<file path="src/rtl/demux_route_pkg.sv">
// ============================================================================
// Module      : demux_route_pkg
// Description : Shared types and constants for the demux route controller.
// Revision    : 1.0 - initial release
// ============================================================================
`default_nettype none

package demux_route_pkg;

    typedef enum logic [1:0] {
        IDLE   = 2'd0,
        ROUTE0 = 2'd1,
        ROUTE1 = 2'd2,
        DRAIN  = 2'd3
    } state_e;

    localparam logic DEST0 = 1'b0;
    localparam logic DEST1 = 1'b1;

    function automatic logic is_route(input state_e s);
        return (s == ROUTE0) || (s == ROUTE1);
    endfunction

endpackage

`default_nettype wire

</file>
<file path="src/rtl/demux_route_ctrl_if.sv">
// ============================================================================
// Module      : demux_route_ctrl_if
// Description : Input stream plus two destination streams (valid/ready).
// Revision    : 1.0 - initial release
// ============================================================================
`default_nettype none

interface demux_route_ctrl_if #(
    parameter int DATA_WIDTH = 16
);
    logic [DATA_WIDTH-1:0] in_data;
    logic                  in_valid;
    logic                  in_ready;
    logic [DATA_WIDTH-1:0] out0_data;
    logic                  out0_valid;
    logic                  out0_ready;
    logic [DATA_WIDTH-1:0] out1_data;
    logic                  out1_valid;
    logic                  out1_ready;

    // master = the routing controller, slave = source and destinations
    modport master (
        input  in_data, in_valid, out0_ready, out1_ready,
        output in_ready, out0_data, out0_valid, out1_data, out1_valid
    );

    modport slave (
        output in_data, in_valid, out0_ready, out1_ready,
        input  in_ready, out0_data, out0_valid, out1_data, out1_valid
    );
endinterface

`default_nettype wire

</file>
<file path="src/rtl/demux_route_ctrl_demux.sv">
// ============================================================================
// Module      : demux_route_ctrl_demux
// Description : 1:2 data demux; the unselected (or idle) output reads zero.
// Revision    : 1.0 - initial release
// ============================================================================
`default_nettype none

module demux_route_ctrl_demux
    import demux_route_pkg::*;
#(
    parameter int DATA_WIDTH = 16
) (
    input  wire logic                  i_en,
    input  wire logic                  i_sel,
    input  wire logic [DATA_WIDTH-1:0] i_data,
    output logic      [DATA_WIDTH-1:0] o_data0,
    output logic      [DATA_WIDTH-1:0] o_data1
);
    assign o_data0 = (i_en && (i_sel == DEST0)) ? i_data : '0;
    assign o_data1 = (i_en && (i_sel == DEST1)) ? i_data : '0;
endmodule

`default_nettype wire

</file>
<file path="src/rtl/demux_route_ctrl.sv">
// ============================================================================
// Module      : demux_route_ctrl
// Description : Steers a word stream LEN0 words to dest 0, LEN1 to dest 1,
//               repeated PASSES times, through a one-entry output buffer.
//               Optional stall counter: DEMUX_ROUTE_CTRL_STALL_CNT_EN.
// Revision    : 1.0 - initial release
// ============================================================================
`default_nettype none

module demux_route_ctrl
    import demux_route_pkg::*;
#(
    parameter int DATA_WIDTH = 16,
    parameter int LEN_WIDTH  = 8,
    parameter int PASS_WIDTH = 8
) (
    input  wire logic                  clk,
    input  wire logic                  reset,
    input  wire logic                  start,
    input  wire logic [LEN_WIDTH-1:0]  cfg_len0,
    input  wire logic [LEN_WIDTH-1:0]  cfg_len1,
    input  wire logic [PASS_WIDTH-1:0] cfg_passes,
    demux_route_ctrl_if.master         bus,
    output logic                       busy,
    output logic                       done
`ifdef DEMUX_ROUTE_CTRL_STALL_CNT_EN
    ,
    output logic [31:0]                stall_cnt
`endif
);
    localparam logic [LEN_WIDTH-1:0]  LEN_ONE  = LEN_WIDTH'(1);
    localparam logic [PASS_WIDTH-1:0] PASS_ONE = PASS_WIDTH'(1);

    state_e                  state_q, state_d;
    logic [LEN_WIDTH-1:0]    len0_q, len0_d, len1_q, len1_d;
    logic [LEN_WIDTH-1:0]    word_cnt_q, word_cnt_d;
    logic [PASS_WIDTH-1:0]   passes_q, passes_d, pass_cnt_q, pass_cnt_d;
    logic [DATA_WIDTH-1:0]   buf_data_q, buf_data_d;
    logic                    buf_dest_q, buf_dest_d;
    logic                    buf_valid_q, buf_valid_d;

    logic                    w_fire, w_in_ready, w_accept, w_pass_end;
    logic [LEN_WIDTH-1:0]    w_word_inc;
    logic [PASS_WIDTH-1:0]   w_pass_inc;

    assign w_fire     = buf_valid_q & ((buf_dest_q == DEST1) ? bus.out1_ready : bus.out0_ready);
    assign w_in_ready = is_route(state_q) & (~buf_valid_q | w_fire);
    assign w_accept   = bus.in_valid & w_in_ready;
    assign w_word_inc = word_cnt_q + LEN_ONE;
    assign w_pass_inc = pass_cnt_q + PASS_ONE;

    assign bus.in_ready   = w_in_ready;
    assign bus.out0_valid = buf_valid_q & (buf_dest_q == DEST0);
    assign bus.out1_valid = buf_valid_q & (buf_dest_q == DEST1);
    assign busy           = (state_q != IDLE);

    demux_route_ctrl_demux #(
        .DATA_WIDTH (DATA_WIDTH)
    ) u_demux (
        .i_en    (buf_valid_q),
        .i_sel   (buf_dest_q),
        .i_data  (buf_data_q),
        .o_data0 (bus.out0_data),
        .o_data1 (bus.out1_data)
    );

    always_comb begin
        state_d    = state_q;
        len0_d     = len0_q;
        len1_d     = len1_q;
        passes_d   = passes_q;
        word_cnt_d = word_cnt_q;
        pass_cnt_d = pass_cnt_q;
        w_pass_end = 1'b0;
        done       = 1'b0;

        case (state_q)
            IDLE: begin
                if (start) begin
                    len0_d     = cfg_len0;
                    len1_d     = cfg_len1;
                    passes_d   = cfg_passes;
                    word_cnt_d = '0;
                    pass_cnt_d = '0;
                    if (cfg_passes == '0)     state_d = DRAIN;
                    else if (cfg_len0 != '0)  state_d = ROUTE0;
                    else if (cfg_len1 != '0)  state_d = ROUTE1;
                    else                      state_d = DRAIN;
                end
            end
            ROUTE0: begin
                if (w_accept) begin
                    if (w_word_inc == len0_q) begin
                        word_cnt_d = '0;
                        if (len1_q != '0) state_d = ROUTE1;
                        else              w_pass_end = 1'b1;
                    end else begin
                        word_cnt_d = w_word_inc;
                    end
                end
            end
            ROUTE1: begin
                if (w_accept) begin
                    if (w_word_inc == len1_q) begin
                        word_cnt_d = '0;
                        w_pass_end = 1'b1;
                    end else begin
                        word_cnt_d = w_word_inc;
                    end
                end
            end
            DRAIN: begin
                // the last word may still be leaving the buffer this cycle
                if (~buf_valid_q | w_fire) begin
                    done    = 1'b1;
                    state_d = IDLE;
                end
            end
            default: state_d = IDLE;
        endcase

        if (w_pass_end) begin
            pass_cnt_d = w_pass_inc;
            if (w_pass_inc == passes_q) state_d = DRAIN;
            else if (len0_q != '0)      state_d = ROUTE0;
            else                        state_d = ROUTE1;
        end
    end

    always_comb begin
        buf_valid_d = buf_valid_q;
        buf_data_d  = buf_data_q;
        buf_dest_d  = buf_dest_q;
        if (w_accept) begin
            buf_valid_d = 1'b1;
            buf_data_d  = bus.in_data;
            buf_dest_d  = (state_q == ROUTE1) ? DEST1 : DEST0;
        end else if (w_fire) begin
            buf_valid_d = 1'b0;
        end
    end

    always_ff @(posedge clk) begin
        if (reset) begin
            state_q     <= IDLE;
            len0_q      <= '0;
            len1_q      <= '0;
            passes_q    <= '0;
            word_cnt_q  <= '0;
            pass_cnt_q  <= '0;
            buf_data_q  <= '0;
            buf_dest_q  <= DEST0;
            buf_valid_q <= 1'b0;
        end else begin
            state_q     <= state_d;
            len0_q      <= len0_d;
            len1_q      <= len1_d;
            passes_q    <= passes_d;
            word_cnt_q  <= word_cnt_d;
            pass_cnt_q  <= pass_cnt_d;
            buf_data_q  <= buf_data_d;
            buf_dest_q  <= buf_dest_d;
            buf_valid_q <= buf_valid_d;
        end
    end

`ifdef DEMUX_ROUTE_CTRL_STALL_CNT_EN
    logic [31:0] stall_cnt_q, stall_cnt_d;

    always_comb begin
        stall_cnt_d = stall_cnt_q;
        if ((state_q == IDLE) && start)
            stall_cnt_d = '0;
        else if (buf_valid_q && !w_fire && (stall_cnt_q != '1))
            stall_cnt_d = stall_cnt_q + 32'd1;
    end

    always_ff @(posedge clk) begin
        if (reset) stall_cnt_q <= '0;
        else       stall_cnt_q <= stall_cnt_d;
    end

    assign stall_cnt = stall_cnt_q;
`endif

endmodule

`default_nettype wire

</file>
<file path="src/flat_wrapper.sv">
// flat-port wrapper written by rule: the top's interface ports become plain ports
module demux_route_ctrl_flat import demux_route_pkg::*;
#(
    parameter int DATA_WIDTH = 16,
    parameter int LEN_WIDTH  = 8,
    parameter int PASS_WIDTH = 8
)
  (clk, reset, start, cfg_len0, cfg_len1, cfg_passes, busy, done, bus_in_data, bus_in_valid, bus_out0_ready, bus_out1_ready, bus_in_ready, bus_out0_data, bus_out0_valid, bus_out1_data, bus_out1_valid);
  demux_route_ctrl_if #(.DATA_WIDTH(DATA_WIDTH)) bus_i ();
  input  wire logic clk;
  input  wire logic reset;
  input  wire logic start;
  input  wire logic [LEN_WIDTH-1:0] cfg_len0;
  input  wire logic [LEN_WIDTH-1:0] cfg_len1;
  input  wire logic [PASS_WIDTH-1:0] cfg_passes;
  output logic busy;
  output logic done;
  input wire logic [$bits(bus_i.in_data)-1:0] bus_in_data;
  input wire logic [$bits(bus_i.in_valid)-1:0] bus_in_valid;
  input wire logic [$bits(bus_i.out0_ready)-1:0] bus_out0_ready;
  input wire logic [$bits(bus_i.out1_ready)-1:0] bus_out1_ready;
  output wire logic [$bits(bus_i.in_ready)-1:0] bus_in_ready;
  output wire logic [$bits(bus_i.out0_data)-1:0] bus_out0_data;
  output wire logic [$bits(bus_i.out0_valid)-1:0] bus_out0_valid;
  output wire logic [$bits(bus_i.out1_data)-1:0] bus_out1_data;
  output wire logic [$bits(bus_i.out1_valid)-1:0] bus_out1_valid;
  assign bus_i.in_data = bus_in_data;
  assign bus_i.in_valid = bus_in_valid;
  assign bus_i.out0_ready = bus_out0_ready;
  assign bus_i.out1_ready = bus_out1_ready;
  assign bus_in_ready = bus_i.in_ready;
  assign bus_out0_data = bus_i.out0_data;
  assign bus_out0_valid = bus_i.out0_valid;
  assign bus_out1_data = bus_i.out1_data;
  assign bus_out1_valid = bus_i.out1_valid;
  demux_route_ctrl #(.DATA_WIDTH(DATA_WIDTH), .LEN_WIDTH(LEN_WIDTH), .PASS_WIDTH(PASS_WIDTH)) u_core (.clk(clk), .reset(reset), .start(start), .cfg_len0(cfg_len0), .cfg_len1(cfg_len1), .cfg_passes(cfg_passes), .bus(bus_i), .busy(busy), .done(done));
endmodule
</file>
<file path="config.mk">
export PLATFORM = sky130hd
export DESIGN_NAME = demux_route_ctrl_flat
export DESIGN_NICKNAME = d
export VERILOG_FILES = /design/src/rtl/demux_route_pkg.sv /design/src/rtl/demux_route_ctrl_if.sv /design/src/rtl/demux_route_ctrl_demux.sv /design/src/rtl/demux_route_ctrl.sv /design/src/flat_wrapper.sv
export SDC_FILE = /design/constraint.sdc
export NUM_CORES = 1
export LEC_CHECK = 0
export ABC_CLOCK_PERIOD_IN_PS = 5600
export BUFFER_PORTS_ARGS = -buffer_cell sky130_fd_sc_hd__buf_4
export CAP_MARGIN = 10
export CORE_ASPECT_RATIO = 0.5
export CORE_UTILIZATION = 58
export CTS_CLUSTER_SIZE = 10
export DETAILED_ROUTE_END_ITERATION = 10
export PLACE_DENSITY = 0.86
export SLEW_MARGIN = 15
export SYNTH_ARGS = -nofsm -noshare
export SYNTH_HDL_FRONTEND = slang
export SYNTH_SLANG_ARGS = --single-unit
</file>
<file path="constraint.sdc">
create_clock -name clk -period 5.6 [get_ports clk]
set_input_delay 1.12 -clock clk [delete_from_list [all_inputs] [get_ports clk]]
set_output_delay 1.12 -clock clk [all_outputs]
set_load 0.02 [all_outputs]
</file>
**Yosys cells after proc, flatten, opt, wreduce, memory -nomap -nowiden**

Index checks and enable logic that the tools add are counted.

- Register bits: 60
- Bits in latches: 0
- RAM bits: 0
- Bits in read-only memories: 0
- Bits of input ports: 46
- Output and inout port bits: 37
- Logic and storage cells: 86
- Memories: 0

- $add $sub $neg: 2
- Multiply operators: 0
- Div/mod/pow operators: 0
- Magnitude comparators: 0
- Equal/unequal tests: 14
- Shifts and indexed selects: 0
- Muxes and demuxes: 34
- Bitwise gates (word level): 8
- Reductions and logical operators: 19

Operators by type and width:

| operator | count |
|---|---|
| 8-bit 2-to-1 mux | 7 |
| 16-bit 2-to-1 mux | 2 |
| 8-bit nonzero test | 4 |
| 8-bit equality test | 3 |
| 8-bit one-hot mux with 3 select lines | 1 |
| 2-bit 2-to-1 mux | 10 |
| 8-bit by 1-bit adder with 8-bit output (second input constant) | 2 |
| 1-bit 2-to-1 mux | 12 |
| 3-bit by 2-bit inequality test with 1-bit output (second input constant) | 3 |
| 8-bit logical NOT | 1 |
| 2-bit nonzero test | 4 |
| 3-bit by 1-bit inequality test with 1-bit output (second input constant) | 2 |
| 2-bit one-hot mux with 3 select lines | 1 |
| 6-bit AND reduction | 1 |
| 1-bit bitwise AND | 5 |
| 2-bit equality test (second input constant) | 2 |
| 2-bit by 1-bit inequality test with 1-bit output (second input constant) | 2 |
| 2-bit AND reduction | 2 |
| 4-bit AND reduction | 1 |
| 4-bit nonzero test | 1 |
| 3-bit nonzero test | 1 |
| 2-bit by 1-bit equality test with 1-bit output (second input constant) | 1 |
| 1-bit logical AND | 2 |
| 2-bit logical NOT | 1 |
| other kinds (5) | 6 |

**Logic depth before layout (Yosys ltp)**

- Depth in word-level cells: 9
- Gate-level depth with buffers: 10
- Gate-level depth less buffers: 9

**Cells and area by module**

Synthesis repeated with hierarchy kept, for this count alone.

- Cells, all modules: 463
- Area total of the unflattened synthesis: 3724.8 µm²

Modules (own cells, without submodules):

| module | instances | cells an instance | area each (µm²) |
|---|---|---|---|
| demux_route_ctrl | 1 | 425 | 3454.6 |
| demux_route_ctrl_demux | 1 | 38 | 270.3 |

**Least setup slack after synthesis**

Ideal clock, no wire load.

- Path type: input to register
- Start: in bus_out1_ready
- End: reg u_core.word_cnt_q[3]
- Arrival: 2.773 ns
- Data required time: 5.530 ns
- Path slack: 2.757 ns
- Stages on the path: 8
- Cells stage by stage: mux2i_1 -> a21oi_1 -> and2_1 -> clkbuf_1 -> o21a_1 -> nand4b_1 -> a21o_1 -> a21oi_1

- Word-level cells in the longest chain between the ends: 7
- Elaborated cells on any way between the ends: 8
- Classes of those cells: eq/ne: 2; mux: 1; bitwise: 4; reduce/logical: 1

RTL lines:

| item | line | text |
|---|---|---|
| start: declaration | flat_wrapper.sv:21 | `input wire logic [$bits(bus_i.out1_ready)-1:0] bus_out1_ready;` |
| 1-bit 2-to-1 mux * | demux_route_ctrl.sv:46 | `assign w_fire = buf_valid_q & ((buf_dest_q == DEST1) ? bus.out1_ready : bus.out0_ready);` |
| 1-bit bitwise AND * | demux_route_ctrl.sv:46 |  |
| 1-bit OR * | demux_route_ctrl.sv:47 | `assign w_in_ready = is_route(state_q) & (~buf_valid_q \| w_fire);` |
| 1-bit bitwise AND * | demux_route_ctrl.sv:47 |  |
| via bus_in_ready | flat_wrapper.sv:22 | `output wire logic [$bits(bus_i.in_ready)-1:0] bus_in_ready;` |
| 1-bit bitwise AND * | demux_route_ctrl.sv:48 | `assign w_accept = bus.in_valid & w_in_ready;` |
| 2-bit by 1-bit inequality test with 1-bit output (no line) | - |  |
| 4-bit AND reduction (no line) * | - |  |
| end signal: assignment | demux_route_ctrl.sv:159 | `word_cnt_q <= word_cnt_d;` |
| end: declaration | demux_route_ctrl.sv:36 | `logic [LEN_WIDTH-1:0] word_cnt_q, word_cnt_d;` |

The timed path passes the listed nets; every way through them passes the cells marked *.
A chain may end at the register's enable or synchronous reset.

**Final worst setup path**

- Start: reg u_core.buf_valid_q
- End: out bus_out0_data[6]

- Word-level cells in the longest chain between the ends: 2

RTL lines:

| item | line | text |
|---|---|---|
| start: declaration | demux_route_ctrl.sv:40 | `logic buf_valid_q, buf_valid_d;` |
| start signal: assignment | demux_route_ctrl.sv:163 | `buf_valid_q <= buf_valid_d;` |
| 1-bit logical AND | demux_route_ctrl_demux.sv:19 | `assign o_data0 = (i_en && (i_sel == DEST0)) ? i_data : '0;` |
| 16-bit 2-to-1 mux | demux_route_ctrl_demux.sv:19 |  |
| end: declaration | flat_wrapper.sv:23 | `output wire logic [$bits(bus_i.out0_data)-1:0] bus_out0_data;` |

Every way passes these cells.

==> impl_metrics.ini <==
[status]
status = complete, no violations

[setup_path]
cp_cell_sequence = nor2b_1 > and2_1 > buf_4
timing.rr.start = u_core.state_q[0]$_SDFFE_PP0P_
setup.worst_path.end_class = primary output
timing.reg2reg.worst_path_depth = 9
path_class = register to primary output
cpPeakStageDelay_ps = 870
cp_slowest_cell = sky130_fd_sc_hd__nor2b_1
crit_required_ps = 4480
crit_path_start_kind = register
timing.rr.end = u_core.word_cnt_q[4]$_SDFFE_PP0P_
critical_path_peak_fanout = 21
reg2reg_setup_slack_ps = 2460
worst_ep_arrival_time_ps = 2280

[global_routing]
globalRouteOverflowTotal = 0
all_layer_gr_usage = 0.284
gr-usage-met3 = 0.0767
grt_use_met2 = 0.481
grt_pass1_wl_um = 14200
grt_busiest_layer = met2
grt_pass1_vias = 3028
grt_antenna_before_repair = 0
grt_start_max_net_pins = 58
groute.layer.met1.usage = 0.360

[drt]
drtPass1Iterations = 5
route.detailed.wl_per_inst_um = 14.4
residual_drc_count = 0
routed_wl_um = 8410
violation_count_after_the_first_detailed_route_iteration = 277
vias_per_cell = 5.63
antenna_left = 0
vias = 3281

[cts]
cts_root_buffer = sky130_fd_sc_hd__clkbuf_16
cts.sinks = 60
cts-buffers-inserted = 9
cts_tree = built
post-cts-setup-buffers = 0
ctsLongestPathBuffers = 2
h-tree-depth = 3
gates_resized_cts_repair = 0
ctsHoldBuffers = 0
clk_pin_slew_worst_paths_ps = 50
clk-insertion-delay-late_ps = 320

[sta]
final_max_slew_viol_count = 0
slew_headroom = 0.329
final_report_hold_violation_count = 0
finalSetupViolations = 0
period_needed_ps = 3400
rsz0062_at_grt = no
layout_worst_path_cycle_share = 0.607
totalNegativeSetupSlack_ps = 0
skew_ps = 5.11
timing.fmax_mhz = 294
worst-slew-pin-transition_ps = 1000

[power]
total_power_per_unit_cell_area_nw_per_um2 = 365
p_leak_nw = 1.84
ir_worst_vdd_mv = 0.274

[yosys]
synth.yosys.warnings = 0
synth_compound_area_frac = 0.171
mappedNetlistNets = 489
synth-simple-area-share = 0.322
synth-async-reset-ratio = 0
synth_flop_cell = sky130_fd_sc_hd__dfxtp_1
synth_cell_types = 51
synth_enable_flop_cells = 0
post_synth_mux_area_share = 0.00620
average_cell_area_after_synthesis_um2 = 7.85
syn_inst = 437
yosys_register_bits = 60
netlist_area_um2 = 3430
portion_of_the_post_synthesis_area_used_by_sequential_elements = 0.350
synth_area_in_adders = 0.0219
synth_xor_xnor_area_share = 0.0949
largest_family_of_logic_cells_by_synthesized_area = simple AND/OR/NAND/NOR gates

[cells_and_area]
syn_to_final_growth_pct = 26.2
most_frequent_cells_in_the_layout = 107 x sky130_fd_sc_hd__nand2_1, 82 x sky130_fd_sc_hd__buf_4, 60 x sky130_fd_sc_hd__dfxtp_1
layout_commonest_cell = sky130_fd_sc_hd__nand2_1
utilization = 0.774
design.final.nets = 558
drive_gt1_frac = 0.218
antenna_cells = 0
number_of_filler_instances_in_the_final_layout = 407
instances_no_fill = 583

[floorplanning]
die-width_um = 111
io_pins = 83
die-area_um2 = 6240
rows = 19
die_h_um = 56.4
fp.coreArea_um2 = 5590
initial_core_util = 0.614

[job]
cap_viol_max_count = 0

[worst_hold_path]
worst_hold_startpoint = u_core.buf_data_q[1]$_SDFFE_PP0P_
holdCritPathClass = register to register
min_to = u_core.buf_data_q[1]$_SDFFE_PP0P_
worstHoldPathCells = 2

[placement]
weighted_congestion_at_the_end_of_routability_driven_global_placement = 0.878
detailedPlacementHpwl_um = 5900
placement.io_buffers = 82
dp_cells = 568
-- power by group --
part / internal (mW) / switching [mW] / total [mW]
sequential: 0.495 / 0.0696 / 0.564
combinational: 0.193 / 0.305 / 0.498
clock: 0.344 / 0.175 / 0.519
-- routing by layer --
| layer | part of all wire | up-vias | routed length (um) |
|---|---|---|---|
| met2 | 0.47 | 108 | 3980 |
| met3 | 0.069 | 8 | 584 |
| li1 | - | 1640 | - |
| met1 | 0.45 | 1525 | 3760 |
| met4 | 0.0098 | 0 | 82 |
| met5 | 0 | - | 0 |
-- per-stage QoR --
step           power (mW)  instance area [um^2]  hold WS (ps)  setup WS (ps)
2_1_floorplan       0.920                  3430           440           2760
3_3_place_gp         1.05                  4040           450           2250
3_5_place_dp         1.06                  4040           455           2160
4_1_cts              1.58                  4330           462           2290
5_1_grt              1.67                  4330           477           2100
6_report             1.58                  4330           462           2200
-- sequential cells by signal (all words and copies together) (netlist names) --
signal and flops:
u_core.buf_dest_q 1, u_core.len0_q 8, u_core.len1_q 8, u_core.buf_valid_q 1
u_core.word_cnt_q 8, u_core.buf_data_q 16, u_core.passes_q 8, u_core.pass_cnt_q 8
u_core.state_q 2
-- worst max-delay path: cells and delay by family, from the launching register on --
kind / cells / cell delay (ps)
and+or+nand+nor: 2 / 1130
buffers and inverters: 1 / 150
DFF: 1 / 670
-- cell type report --
class | count | area (um^2) | area share
multi-input cells | 348 | 2110 | 0.488
flip-flops and latches | 60 | 1200 | 0.278
repair buffers | 82 | 616 | 0.142
clock buffers | 14 | 284 | 0.0656
well taps | 73 | 91.3 | 0.0211
inverters | 5 | 18.8 | 0.00434
clock inverters | 1 | 5.00 | 0.00116
-- cells in the mapped netlist (2+ instances only) --
cell type                  number  area (um^2)
sky130_fd_sc_hd__and2_1        22          138
sky130_fd_sc_hd__nor3_1         6         30.0
sky130_fd_sc_hd__o32ai_1        3         26.3
sky130_fd_sc_hd__nor2_1        10         37.5
sky130_fd_sc_hd__nand4_2        3         37.5
sky130_fd_sc_hd__and3_1        19          119
sky130_fd_sc_hd__nand3b_1       2         15.0
sky130_fd_sc_hd__a22o_1         3         26.3
sky130_fd_sc_hd__a21bo_1        6         60.1
sky130_fd_sc_hd__nor4_2         2         25.0
sky130_fd_sc_hd__xnor3_1        2         45.0
sky130_fd_sc_hd__xnor2_1       25          219
sky130_fd_sc_hd__nand2_1      107          402
sky130_fd_sc_hd__a21oi_1       50          250
sky130_fd_sc_hd__buf_1          3         11.3
sky130_fd_sc_hd__a21o_1         4         30.0
sky130_fd_sc_hd__dfxtp_1       60         1200
sky130_fd_sc_hd__a22oi_2        2         25.0
sky130_fd_sc_hd__buf_2          4         20.0
sky130_fd_sc_hd__nand4b_1       2         17.5
sky130_fd_sc_hd__nand2b_1       2         12.5
sky130_fd_sc_hd__or4_1          3         22.5
sky130_fd_sc_hd__nand3_1        6         30.0
sky130_fd_sc_hd__xor2_1         7         61.3
sky130_fd_sc_hd__o21ai_0        5         25.0
sky130_fd_sc_hd__or3_1          3         18.8
sky130_fd_sc_hd__o21ai_1        7         35.0
sky130_fd_sc_hd__ha_1           6         75.1
sky130_fd_sc_hd__nor4_1        13         81.3
sky130_fd_sc_hd__inv_1          5         18.8
sky130_fd_sc_hd__clkbuf_1      16         60.1
sky130_fd_sc_hd__nor2b_1       10         62.6
-- cells by family (layout without fill, tap and decap cells) --
family,after synthesis,count (layout)
AOI/OAI and AO/OA,89,89
xor gates and xnor gates,34,34
adders and majority gates,6,6
buffers and inverters,29,102
DFF,60,60
muxes,2,2
and+or+nand+nor,217,217
-- worst max-delay path by stage --
| stage | start | to |
|---|---|---|
| floorplan | bus_out1_ready | u_core.word_cnt_q[3]$_SDFFE_PP0P_ |
| global placement | bus_out1_ready | u_core.word_cnt_q[4]$_SDFFE_PP0P_ |
| detailed placement | bus_out1_ready | u_core.word_cnt_q[4]$_SDFFE_PP0P_ |
| CTS | u_core.buf_valid_q$_SDFFE_PP0P_ | bus_out0_data[6] |
| global route | u_core.buf_valid_q$_SDFFE_PP0P_ | bus_out0_data[6] |
| finish | u_core.buf_valid_q$_SDFFE_PP0P_ | bus_out0_data[6] |
(Power assumes the default switching activity.)
